## config.mk

```make
export PLATFORM = sky130hd
export DESIGN_NAME = rr_grant_indexer
export DESIGN_NICKNAME = d
export VERILOG_FILES = /design/src/rtl/rr_grant_indexer.sv
export SDC_FILE = /design/constraint.sdc
export NUM_CORES = 1
export LEC_CHECK = 0
export ABC_AREA = 1
export CORE_UTILIZATION = 37
export DETAILED_ROUTE_END_ITERATION = 7
export GPL_ROUTABILITY_DRIVEN = 0
export PLACE_DENSITY_LB_ADDON = 0.12
export RECOVER_POWER = 25
export SYNTH_ARGS = -nofsm -noshare
export SYNTH_HDL_FRONTEND = slang
export SYNTH_SLANG_ARGS = --single-unit
```

## constraint.sdc

```tcl
create_clock -name clk -period 4.15 [get_ports clk]
set_clock_uncertainty 0.05 [all_clocks]
set_input_delay 0.6225 -clock clk [delete_from_list [all_inputs] [get_ports clk]]
set_output_delay 0.6225 -clock clk [all_outputs]
set_load 0.01 [all_outputs]
```

## src/rtl/rr_grant_indexer.sv

```systemverilog
// Eight-way round-robin arbiter emitting a registered 3-bit grant index plus valid.
// Grants hold until done, request drop, or the hold limit; one dead cycle between grants.
module rr_grant_indexer #(
  parameter int MAX_HOLD = 16
) (
  input  logic       clk,
  input  logic       rst_n,
  input  logic [7:0] req,
  input  logic       done,
  output logic       g2,
  output logic       g1,
  output logic       g0,
  output logic       gnt_valid,
  output logic       timeout,
  output logic [0:0] dbg_state,
  output logic [2:0] dbg_ptr
);

  localparam logic [0:0] IDLE  = 1'b0;
  localparam logic [0:0] GRANT = 1'b1;
  localparam logic [7:0] HOLD_LAST = 8'(MAX_HOLD - 1);

  logic [0:0] state;
  logic [2:0] ptr;
  logic [2:0] idx;
  logic [7:0] hcnt;
  logic [2:0] pick;
  logic       rel_done;
  logic       rel_drop;
  logic       rel_hold;

  // Scan downward in offset so the set bit closest to ptr is the one left in pick.
  always_comb begin
    pick = ptr;
    for (int i = 7; i >= 0; i--) begin
      if (req[ptr + 3'(i)]) pick = ptr + 3'(i);
    end
  end

  assign rel_done = done;
  assign rel_drop = !req[idx];
  assign rel_hold = (hcnt == HOLD_LAST);

  always_ff @(posedge clk) begin
    if (!rst_n) begin
      state   <= IDLE;
      ptr     <= 3'd0;
      idx     <= 3'd0;
      hcnt    <= 8'd0;
      timeout <= 1'b0;
    end else begin
      timeout <= 1'b0;
      case (state)
        IDLE: begin
          if (req != 8'd0) begin
            idx   <= pick;
            hcnt  <= 8'd0;
            state <= GRANT;
          end
        end
        default: begin
          if (rel_done || rel_drop || rel_hold) begin
            state   <= IDLE;
            ptr     <= idx + 3'd1;
            timeout <= rel_hold && !rel_done && !rel_drop;
          end else if (hcnt != 8'hFF) begin
            hcnt <= hcnt + 8'd1;
          end
        end
      endcase
    end
  end

  assign {g2, g1, g0} = idx;
  assign gnt_valid    = (state == GRANT);
  assign dbg_state    = state;
  assign dbg_ptr      = ptr;

endmodule

```

; ---- Yosys cells after proc, flatten, opt, wreduce, memory -nomap -nowiden
; Index checks and enable logic that the tools add are counted.
[totals]
out_inout_bits = 9
ff_bits = 16
inputBits = 11
elab_cells = 73
[classes]
n_lt_le_gt_ge = 9
muxes = 33
n_bitwise = 1
addsub = 9
n_eq_ne = 4
reduce_logical = 12
[ops]
columns = operator, n
row1 = "< comparator 3 x 4 -> 1 bit, second input constant", 9
row2 = two-way mux 8 bit, 4
row3 = binary-select mux 1 bit (select 3 bit), 9
row4 = two-way mux 3 bit, 8
row5 = "adder 3 bit, second input constant", 4
row6 = two-way mux 1 bit, 12
row7 = "adder 8 x 1 -> 8 bit, second input constant", 1
row8 = "== test 8 x 4 -> 1 bit, second input constant", 1
row9 = "inequality test 8 bit, second input constant", 1
row10 = nonzero test 8 bit, 1
row11 = "adder 3 x 1 -> 3 bit, second input constant", 2
row12 = "adder 3 x 2 -> 3 bit, second input constant", 2
row13 = AND reduction 3 bit, 2
row14 = AND reduction 2 bit, 2
row15 = logical AND 1 bit, 2
row16 = zero test 1 bit, 2
row17 = logical OR 1 bit, 2
row18 = "inequality test 2 x 1 -> 1 bit, second input constant", 1
row19 = "inequality test 2 bit, second input constant", 1
row20 = nonzero test 2 bit, 1
row21 = inverter 1 bit, 1

; ---- Longest topological paths before layout
; Gate-level depths: netlist of run 1.
[logic_depth]
word_depth = 11
mapped_depth = 18

; ---- Worst setup path before layout of run 1
; Ideal clock, no wire load.
[synth_timing]
path_kind = flip-flop to flip-flop
start = reg ptr[0], in the netlist dbg_ptr[0]
end = reg idx[0]
n_path_buf = 2
path_stages_with_launch = 19
arrival_ns = 1.938
period_less_slack_ns = 2.101
slack_ns = 2.049
setup_ns = 0.113
path_cell_list = dfxtp_1 -> buf_6 -> inv_6 -> buf_12 -> ha_1 -> inv_2 -> nand3_1 -> nand3_2 -> nand2_2 -> nand2_1 -> nand2_1 -> nand2_1 -> nand2_1 -> nand2_1 -> nand2_1 -> nand2_1 -> nand2_1 -> nand3_1 -> nand2_1
[synth_via]
elab_chain_len = 11
elab_cells_between_ends = 31
cone_classes = 7 x add/sub / 24 x mux
[synth_rtl]
columns = element, line_no
row1 = "start, declared", 24  ; logic [2:0] ptr;
row2 = "start signal, assigned", 64  ; ptr <= idx + 3'd1;
row3 = adder 3 bit, 36  ; if (req[ptr + 3'(i)]) pick = ptr + 3'(i);
row4 = binary-select mux 1 bit (select 3 bit), 36
row5 = two-way mux 1 bit (implied by the code), 36
row6 = two-way mux 3 bit (7 in a row), 36
row7 = two-way mux 3 bit *, 36
row8 = "end signal, assigned", 56  ; idx <= pick;
row9 = "end, declared", 25  ; logic [2:0] idx;
; Mark *: on every way between the ends. The rest lies on a longest branch, timed or not. The select of a mux whose other input is x is not followed.
; A chain may end at the register's enable or synchronous reset.

; ---- Final worst setup path of run 1
[layout_timing]
start = reg ptr[1], in the netlist dbg_ptr[1]
end = reg idx[0]
; Same word-level chain as after synthesis.

==> metrics.yaml, run 1 <==
status:
  status: "complete, no violations"
grt:
  gr-total-overflow: 0
  grt_pass1_wl_um: 6540
  grt_use_total_pct: 18.7
  antenna_found_initial: 0
  grt_pass1_vias: 1396
  grt_max_degree: 15
  top_usage_layer: "met2"
  globalRouteMet2Util_pct: 28.6
  grtUsageMet1_pct: 27.6
  grt_use_met3_pct: 3.67
clock_tree:
  cts_buffers: 3
  cts_sinks: 16
  clock_latency_ns: 0.25
  clk_pin_slew_ns: 0.07
  cts_resized: 0
  cts_setup_buffers: 0
  cts-htree-levels: 1
  clock_path_buffers: 2
  cts_root_buffer: "clkbuf_8"
  hold_buffers: 0
  cts_tree: "yes"
synth:
  yosys-top-cells-area: "dfxtp_1 20%, nand2_1 15%, nand3_1 9.6%, nand3_2 9.3%, a21oi_1 5.9%"
  synth_top_family_by_area: "simple AND/OR/NAND/NOR gates"
  ys_types: 35
  muxShareOfSynthArea_pct: 0
  netlist_area_mm2: 0.00161
  synth-seq-cells: 16
  synth_nets: 261
  async_flop_share_pct: 0
  synth_xor_xnor_area_share_pct: 4.74
  yosys.area_share.adder_pct: 3.11
  synth_flop_cell: "dfxtp_1"
  syn_inst: 246
  yosysMostFrequentCell: "nand2_1"
  synth_edf_count: 0
  synth.top_cells.by_count: "64 x nand2_1, 31 x nand3_1, 19 x a21oi_1, 19 x inv_1"
  synth_top_area_share_pct: 19.9
  synth-simple-area-share_pct: 49.1
  synth-compound-area-share_pct: 12.3
  yosysTopAreaCell: "dfxtp_1"
  syn_area_per_cell_um2: 6.55
  yosysWarnings: 0
  ys_seq_area_share_pct: 19.9
power:
  ir_drop_uv: 214
  intPower_mw: 0.550
  power.density_mw_per_mm2: 610
  power_mw: 1.14
  switching_share_pct: 51.6
  pwr-share-comb_pct: 66.9
  p_switching_mw: 0.587
  clkPwrFrac_pct: 12.4
  seq_power_share_pct: 20.7
  cellLeakagePower_nw: 0.855
drt:
  final_antenna_net_count: 0
  totalWireLength_um: 4150
  wl_per_cell_um: 13.2
  drt-initial-drc-count: 119
  remaining_drc_errors: 0
  first_pass_iters: 4
  via_count: 1615
  vias_per_cell: 5.14
final_layout:
  fin_area_mm2: 0.00186
  layout.cells.non_filler: 314
  synthToLayoutAreaGrowth_pct: 15.7
  final_nets: 280
  antenna_cells: 0
  drive_gt1_share_pct: 16.3
place:
  portBuffers: 19
  pre_cts_slack_ns: 1.51
  placed_area_mm2: 0.00181
  hpwl_um: 3280
  dp.cells: 310
floorplan:
  pin_count: 20
  die_h_um: 68.0
  die_w_um: 68.0
  die-area_mm2: 0.00462
  start_util_pct: 39.4
  num_rows: 23
  fp.coreArea_mm2: 0.00409
setup_path:
  r2r_cells: 16
  crit_chain: "clkbuf_1, inv_2, ha_1, inv_2, nand3_1, nand3_2, nand2_2, nand2_1, nand2_1, nand2_1, nand2_1, nand2_1, nand2_1, nand3_1, nand3_1, nand2_1"
  worst-path-max-fanout: 13
  crit_required_ns: 4.25
  endpoint_kind: "register"
  path_class: "reg2reg"
  startpoint_type: "register"
  arrival_ns: 2.89
  cpMostUsedCell: "nand2_1"
  regToRegSetupSlack_ns: 1.36
  slowest_delay_ns: 0.55
  r2r-end: "idx[0]"
  r2r-start: "dbg_ptr[1]"
  cp_slowest_cell: "clkbuf_1"
sta:
  fmax_mhz: 358
  max_slew_margin_pct: 51.7
  tightestPinTransition_ns: 0.725
  rsz0062_at_grt: "no"
  report.final.slew_viol_count: 0
  fin_tns_setup_ns: 0
  final-hold-violation-count: 0
  period_needed_ns: 2.79
  setup_viol: 0
  timing.final.crit_share_pct: 67.3
  setup_ws_ns: 1.36
worst_hold_path:
  hp-class: "reg2reg"
  min_from: "hcnt[1]"
  hold_end: "hcnt[1]"
  hold_depth: 2
job:
  maxCapViolations: 0
registers in the layout (all words and copies together), names as in the netlist:
name / flops
hcnt: 8
idx: 3
dbg_ptr: 3
dbg_state: 1
timeout: 1
worst max-delay path, delay by kind of cell (launching register included):
kind,cells,cell delay [ns]
buf+inv,3,0.94
simple gates,12,0.87
fa+ha+maj,1,0.54
flops,1,0.30
worst max-delay path by stage:
stage	start	end	depth (start not counted)
2_1_floorplan	dbg_ptr[0]	idx[0]	18
3_3_place_gp	req[6]	hcnt[1]	8
3_5_place_dp	req[0]	hcnt[1]	10
4_1_cts	req[0]	hcnt[1]	10
5_1_grt	dbg_ptr[1]	idx[0]	16
6_report	dbg_ptr[1]	idx[0]	16
logic make-up (layout without fill, tap and decap cells):
group / after synthesis / in the layout
buf+inv: 35 / 53
flops: 16 / 16
compound gates: 33 / 33
simple gates: 151 / 151
xor+xnor: 7 / 7
fa+ha+maj: 4 / 4
power groups by stage:
stage	clock network [mW]	logic [mW]	registers [mW]
detailed placement	0	0.771	0.239
floorplan	0	0.602	0.232
finish	0.141	0.761	0.235
CTS	0.142	0.774	0.236
global route	0.151	0.866	0.242
global placement	0	0.769	0.240
layer usage:
metal,routed length [um],vias to the layer above
li1,-,854
met1,2240,730
met2,1750,31
met4,0,0
met5,0,-
met3,167,0
per-stage QoR:
step	hold slack (ns)	utilization, %
final	0.437	45.6
after global routing	0.483	45.6
after CTS	0.439	45.7
after detailed placement	0.429	44.4
after global placement	0.426	44.4
after floorplan	0.405	-
cell usage in the layout, fill, tap and decap left out:
cell type,netlist,layout
clkdlybuf4s50_1,0,14
a21oi_1,19,19
nor2_1,16,16
clkbuf_8,0,4
nand3_1,31,31
clkinv_1,3,3
inv_2,5,5
dlygate4sd3_1,0,5
ha_1,4,4
nand4_1,7,7
xor2_1,4,4
o21a_1,2,2
xnor2_2,1,1
nand2_2,8,8
clkbuf_1,1,1
dfxtp_1,16,16
a31oi_1,1,1
nand3b_2,1,1
nor4_4,1,1
or2_1,1,1
inv_1,19,19
xor2_2,1,1
nand3_2,15,15
o21ai_1,4,4
buf_4,2,1
nand2_1,64,64
o211ai_2,2,2
xnor2_1,1,1
nor3b_1,1,1
inv_6,1,1
o21ai_0,4,4
nand2_4,2,2
nor4_1,2,2
o21ai_4,1,1
nor3_1,2,2
layout make-up:
| type | count | area [um2] |
|---|---|---|
| fill | 452 | 2220 |
| multi-input combinational | 195 | 1110 |
| sequential | 16 | 320 |
| timing repair buffer | 21 | 201 |
| inverter | 28 | 110 |
| tap | 50 | 62.6 |
| clock buffer | 4 | 55.1 |
(Power assumes the default switching activity.)
==> run 2, diff against run 1 <==
- clock period: 4.15 -> 2.8 ns (I/O delays scaled with it)
==> run 2 against run 1 <==
Compared with the run above: first-iteration DRC count decreased by 23%; via count increased by 1.9%; clock-buffer cell count unchanged; critical path type unchanged; global-route usage increased by 0.75 points; power increased by 51%; combinational power increased by 52%; design area increased by 0.20%; flip-flop and latch count unchanged; core utilization increased by 0.092 points.
==> metrics.yaml, run 2 (synthesis results as in run 1) <==
status:
  status: "complete, no violations"  # unchanged
sta:
  final-hold-violation-count: 0  # unchanged
  setup_viol: 0  # unchanged
  rsz0062_at_grt: "no"  # unchanged
  fmax_mhz: 461  # was 358 MHz
  report.final.slew_viol_count: 0  # unchanged
  timing.final.crit_share_pct: 77.5  # was 67.3%
  period_needed_ns: 2.17  # was 2.79 ns
  setup_ws_ns: 0.631  # was 1.36 ns
  tightestPinTransition_ns: 0.612  # was 0.725 ns
  max_slew_margin_pct: 58.8  # was 51.7%
  fin_tns_setup_ns: 0  # unchanged
clock_tree:
  cts_root_buffer: "clkbuf_8"  # unchanged
  hold_buffers: 0  # unchanged
  clock_latency_ns: 0.25  # about the same
  cts_resized: 0  # unchanged
  cts_sinks: 16  # unchanged
  clock_path_buffers: 2  # unchanged
  cts_tree: "yes"  # unchanged
  clk_pin_slew_ns: 0.06  # was 0.07 ns
  cts-htree-levels: 1  # unchanged
  cts_setup_buffers: 0  # unchanged
  cts_buffers: 3  # unchanged
grt:
  gr-total-overflow: 0  # unchanged
  antenna_found_initial: 0  # unchanged
  grt_pass1_vias: 1409  # was 1396
  grt_use_total_pct: 19.5  # was 18.7%
  grt_max_degree: 14  # was 15
  grt_pass1_wl_um: 6670  # was 6540 um
setup_path:
  crit_chain: "inv_6, ha_1, inv_2, nand3_1, nand3_2, nand2_2, nand2_1, nand2_1, nand2_1, nand2_1, nand2_1, nand2_1, nand3_1, nand3_1, nand2_1"  # was clkbuf_1, inv_2, ha_1, inv_2, nand3_1, nand3_2, nand2_2, nand2_1, nand2_1, nand2_1, nand2_1, nand2_1, nand2_1, nand3_1, nand3_1, nand2_1
  worst-path-max-fanout: 11  # was 13
  arrival_ns: 2.27  # was 2.89 ns
  path_class: "reg2reg"  # unchanged
  crit_required_ns: 2.90  # was 4.25 ns
  slowest_delay_ns: 0.50  # was 0.55 ns
  endpoint_kind: "register"  # unchanged
  cp_slowest_cell: "ha_1"  # was clkbuf_1
  startpoint_type: "register"  # unchanged
  cpMostUsedCell: "nand2_1"  # unchanged
floorplan:
  start_util_pct: 39.4  # unchanged
  num_rows: 23  # unchanged
  die_h_um: 68.0  # unchanged
  pin_count: 20  # unchanged
  fp.coreArea_mm2: 0.00409  # unchanged
  die_w_um: 68.0  # unchanged
  die-area_mm2: 0.00462  # unchanged
final_layout:
  nFillCells: 454  # was 452
  top_register: "hcnt"  # unchanged
  layout.cells.non_filler: 316  # was 314
  largest_register_ff_count: 8  # unchanged
  antenna_cells: 0  # unchanged
  synthToLayoutAreaGrowth_pct: 15.9  # was 15.7%
  final_nets: 282  # was 280
  layout_commonest_cell: "nand2_1"  # unchanged
  multiInputGateArea_mm2: 0.00110  # was 0.00111 mm2
  layout_common_cells: "64 x nand2_1, 31 x nand3_1, 19 x inv_1, 19 x a21oi_1"  # unchanged
  ff_latch_area_um2: 320  # unchanged
  drive_gt1_share_pct: 16.9  # was 16.3%
power:
  power.density_mw_per_mm2: 919  # was 610 mW/mm2
  power_mw: 1.72  # was 1.14 mW
  clkPwrFrac_pct: 12.1  # was 12.4%
  p_switching_mw: 0.888  # was 0.587 mW
  cellLeakagePower_nw: 0.867  # was 0.855 nW
  seq_power_share_pct: 20.3  # was 20.7%
  switching_share_pct: 51.7  # was 51.6%
  ir_drop_uv: 359  # was 214 uV
  pwr-share-comb_pct: 67.5  # was 66.9%
  intPower_mw: 0.828  # was 0.550 mW
drt:
  wl_per_cell_um: 13.4  # was 13.2 um
  drt-initial-drc-count: 92  # was 119
  first_pass_iters: 4  # unchanged
  totalWireLength_um: 4230  # was 4150 um
  remaining_drc_errors: 0  # unchanged
  via_count: 1645  # was 1615
  final_antenna_net_count: 0  # unchanged
  vias_per_cell: 5.21  # was 5.14
job:
  maxCapViolations: 0  # unchanged
place:
  pre_cts_slack_ns: 0.492  # was 1.51 ns
  portBuffers: 19  # unchanged
  dp.cells: 312  # was 310
  hpwl_um: 3280  # about the same
worst_hold_path:
  hp-class: "reg2reg"  # unchanged
[run 2: cell types whose count changed in the layout (fill, tap and decap cells not counted)]
cell	delta
nor4_1	+1
nor4_4	-1
buf_4	+3
clkbuf_1	-1
[run 2: final timing paths]
| path | startpoint | to | slack (ns) | cells after the start |
|---|---|---|---|---|
| min | hcnt[1] | hcnt[1] | 0.44 | 2 |
| min reg2reg | hcnt[1] | hcnt[1] | 0.44 | 2 |
| max reg2reg | dbg_ptr[0] | idx[0] | 0.63 | 15 |
| max | dbg_ptr[0] | idx[0] | 0.63 | 15 |
[run 2: area by class of cell]
class / count / area share [%]
inverter: 28 / 5.89
sequential: 16 / 17.1
multi-input combinational: 195 / 58.9
clock buffer: 4 / 2.95
tap: 50 / 3.35
timing repair buffer: 23 / 11.8
[run 2: power by group through the flow]
stage	logic, mW	registers, mW	clock network [mW]
2_1_floorplan	0.893	0.344	0
3_3_place_gp	1.15	0.351	0
3_5_place_dp	1.16	0.352	0
4_1_cts	1.16	0.347	0.213
5_1_grt	1.30	0.356	0.227
6_report	1.16	0.349	0.208
[run 2: critical path, delay by kind of cell, from the launching register on]
kind                       cells  cell delay, ns
adders and majority gates      1            0.50
buffers and inverters          2            0.24
and+or+nand+nor               12            0.88
DFF                            1            0.40
[run 2: routing by layer]
layer	wire, um	track usage (%)
met5	0	0
met4	23	3.91
met3	266	3.50
met2	1720	28.1
met1	2220	29.5
[run 2: per-stage QoR]
| stage | utilization [%] | instance area (um2) | hold slack [ns] |
|---|---|---|---|
| floorplan | - | 1610 | 0.405 |
| global placement | 44.7 | 1830 | 0.424 |
| detailed placement | 44.7 | 1830 | 0.434 |
| CTS | 46.1 | 1880 | 0.444 |
| global route | 45.7 | 1870 | 0.471 |
| finish | 45.7 | 1870 | 0.443 |
==> run 3, diff against run 2 <==
- clock period: 2.8 -> 2 ns (I/O delays scaled with it)
==> run 3 against run 2 <==
Compared with the run above: sequential share of layout area fell by 1.3 points; critical path depth decreased by 13; power up 47%; via count is 4.6% higher; clock power rose by 43%; worst hold slack got worse by 0.0033 ns; final cell count rose by 6.0%; sequential power rose by 45%; combinational power grew 48%; first-iteration DRC count increased by 14%; non-clock buffer count rose by 19.
==> metrics.yaml, run 3 (synthesis results as in run 1) <==
final_layout:
  layout_common_cells: "64 x nand2_1, 31 x nand3_1, 23 x buf_4"  # was 64 x nand2_1, 31 x nand3_1, 19 x inv_1, 19 x a21oi_1
  antenna_cells: 0  # unchanged
  final_util_pct: 50.2  # was 45.7%
  layout_commonest_cell: "nand2_1"  # unchanged
  largest_register_ff_count: 8  # unchanged
  synthToLayoutAreaGrowth_pct: 27.3  # was 15.9%
  layout.cells.non_filler: 335  # was 316
  nFillCells: 415  # was 454
  final_nets: 301  # was 282
  top_register: "hcnt"  # unchanged
  drive_gt1_share_pct: 23.9  # was 16.9%
grt:
  grt_max_degree: 14  # unchanged
  gr-total-overflow: 0  # unchanged
  antenna_found_initial: 0  # unchanged
  grt_use_total_pct: 20.3  # was 19.5%
  grt_pass1_wl_um: 7180  # was 6670 um
  grt_pass1_vias: 1528  # was 1409
drt:
  via_count: 1720  # was 1645
  totalWireLength_um: 4310  # was 4230 um
  first_pass_iters: 4  # unchanged
  wl_per_cell_um: 12.9  # was 13.4 um
  final_antenna_net_count: 0  # unchanged
  vias_per_cell: 5.13  # was 5.21
  drt-initial-drc-count: 105  # was 92
  remaining_drc_errors: 0  # unchanged
clock_tree:
  cts_root_buffer: "clkbuf_8"  # unchanged
  clk_pin_slew_ns: 0.07  # was 0.06 ns
  clock_path_buffers: 2  # unchanged
  cts_buffers: 3  # unchanged
  clock_latency_ns: 0.25  # about the same
  cts_tree: "yes"  # unchanged
  cts_setup_buffers: 0  # unchanged
  cts-htree-levels: 1  # unchanged
  cts_sinks: 16  # unchanged
sta:
  report.final.slew_viol_count: 0  # unchanged
  period_needed_ns: 1.91
  max_slew_margin_pct: 72.3  # was 58.8%
  fmax_mhz: 523
  setup_viol: 0  # unchanged
  hold_ws_ns: 0.440  # was 0.443 ns
  rsz0062_at_grt: "no"  # unchanged
  timing.final.crit_share_pct: 95.6
  final-hold-violation-count: 0  # unchanged
  fin_tns_setup_ns: 0  # unchanged
  tightestPinTransition_ns: 0.415  # was 0.612 ns
power:
  cellLeakagePower_nw: 0.962  # was 0.867 nW
  p_switching_mw: 1.26  # was 0.888 mW
  intPower_mw: 1.26  # was 0.828 mW
  switching_share_pct: 50.0  # was 51.7%
  power_mw: 2.53  # was 1.72 mW
  power.density_mw_per_mm2: 1230  # was 919 mW/mm2
  ir_drop_uv: 478  # was 359 uV
  clkPwrFrac_pct: 11.8  # was 12.1%
  pwr-share-comb_pct: 68.2  # was 67.5%
  seq_power_share_pct: 20.0  # was 20.3%
floorplan:
  start_util_pct: 39.4  # unchanged
  num_rows: 23  # unchanged
  pin_count: 20  # unchanged
  fp.coreArea_mm2: 0.00409  # unchanged
  die-area_mm2: 0.00462  # unchanged
  die_h_um: 68.0  # unchanged
  die_w_um: 68.0  # unchanged
setup_path:
  path_delay_family: "buffers and inverters"  # was simple AND/OR/NAND/NOR gates
  crit_required_ns: 1.65  # was 2.90 ns
  path_class: "reg2out"  # was reg2reg
  startpoint_type: "register"  # unchanged
  arrival_ns: 1.56  # was 2.27 ns
  cp_slowest_cell: "dfxtp_1"  # was ha_1
  slowest_delay_ns: 0.58  # was 0.50 ns
  crit_buf_inv: 2  # unchanged
  worst-path-max-fanout: 7  # was 11
  crit_chain: "buf_4, clkdlybuf4s50_1"  # was inv_6, ha_1, inv_2, nand3_1, nand3_2, nand2_2, nand2_1, nand2_1, nand2_1, nand2_1, nand2_1, nand2_1, nand3_1, nand3_1, nand2_1
  endpoint_kind: "output pin"  # was register
worst_hold_path:
  hp-class: "reg2reg"  # unchanged
place:
  hpwl_um: 3450  # was 3280 um
  portBuffers: 19  # unchanged
  dp.cells: 331  # was 312
status:
  status: "complete, no violations"  # unchanged
job:
  maxCapViolations: 0  # unchanged
## run 3: worst paths after layout
path / from / cells past startpoint / slack (ns) / to
max: dbg_ptr[2] / 2 / 0.09 / dbg_ptr[2]
min: hcnt[1] / 2 / 0.44 / hcnt[1]
max reg2reg: dbg_ptr[0] / 15 / 0.17 / idx[0]
min reg2reg: hcnt[1] / 2 / 0.44 / hcnt[1]
## run 3: what timing repair did
action	CTS	global route
hold buffers	0	0
resized for setup	0	3
setup endpoints to repair	0	4
## run 3: stage by stage
stage          instance area (um2)  setup slack (ns)
6_report                      2050            0.0887
5_1_grt                       2050           0.00156
4_1_cts                       2040            0.0864
3_5_place_dp                  1980           -0.0295
3_3_place_gp                  1980           -0.0472
2_1_floorplan                 1630            0.0993
## run 3: per-layer routing
layer | GRT usage (%) | wire length [um]
met1 | 31.4 | 2290
met2 | 29.8 | 1730
met4 | 1.04 | 0
met3 | 3.67 | 296
met5 | 0 | 0
## run 3: power groups by stage
stage / Clock [mW] / Sequential (mW) / Combinational [mW]
after CTS: 0.303 / 0.503 / 1.73
final: 0.297 / 0.505 / 1.72
after global routing: 0.320 / 0.518 / 1.94
after floorplan: 0 / 0.483 / 1.27
after global placement: 0 / 0.510 / 1.71
after detailed placement: 0 / 0.509 / 1.73
## run 3: area by class of cell
type	count	area, um2	share of cell area, %
Sequential cell	16	325	15.9
Clock buffer	4	55.1	2.68
Timing Repair Buffer	42	363	17.7
Tap cell	50	62.6	3.05
Inverter	28	110	5.37
Multi-Input combinational cell	195	1130	55.3
## run 3: worst reg2reg max path: cells and delay by family (launching register included)
family | cells | cell delay [ns]
and+or+nand+nor | 12 | 0.84
DFF | 1 | 0.39
adders and majority gates | 1 | 0.32
buffers and inverters | 2 | 0.13
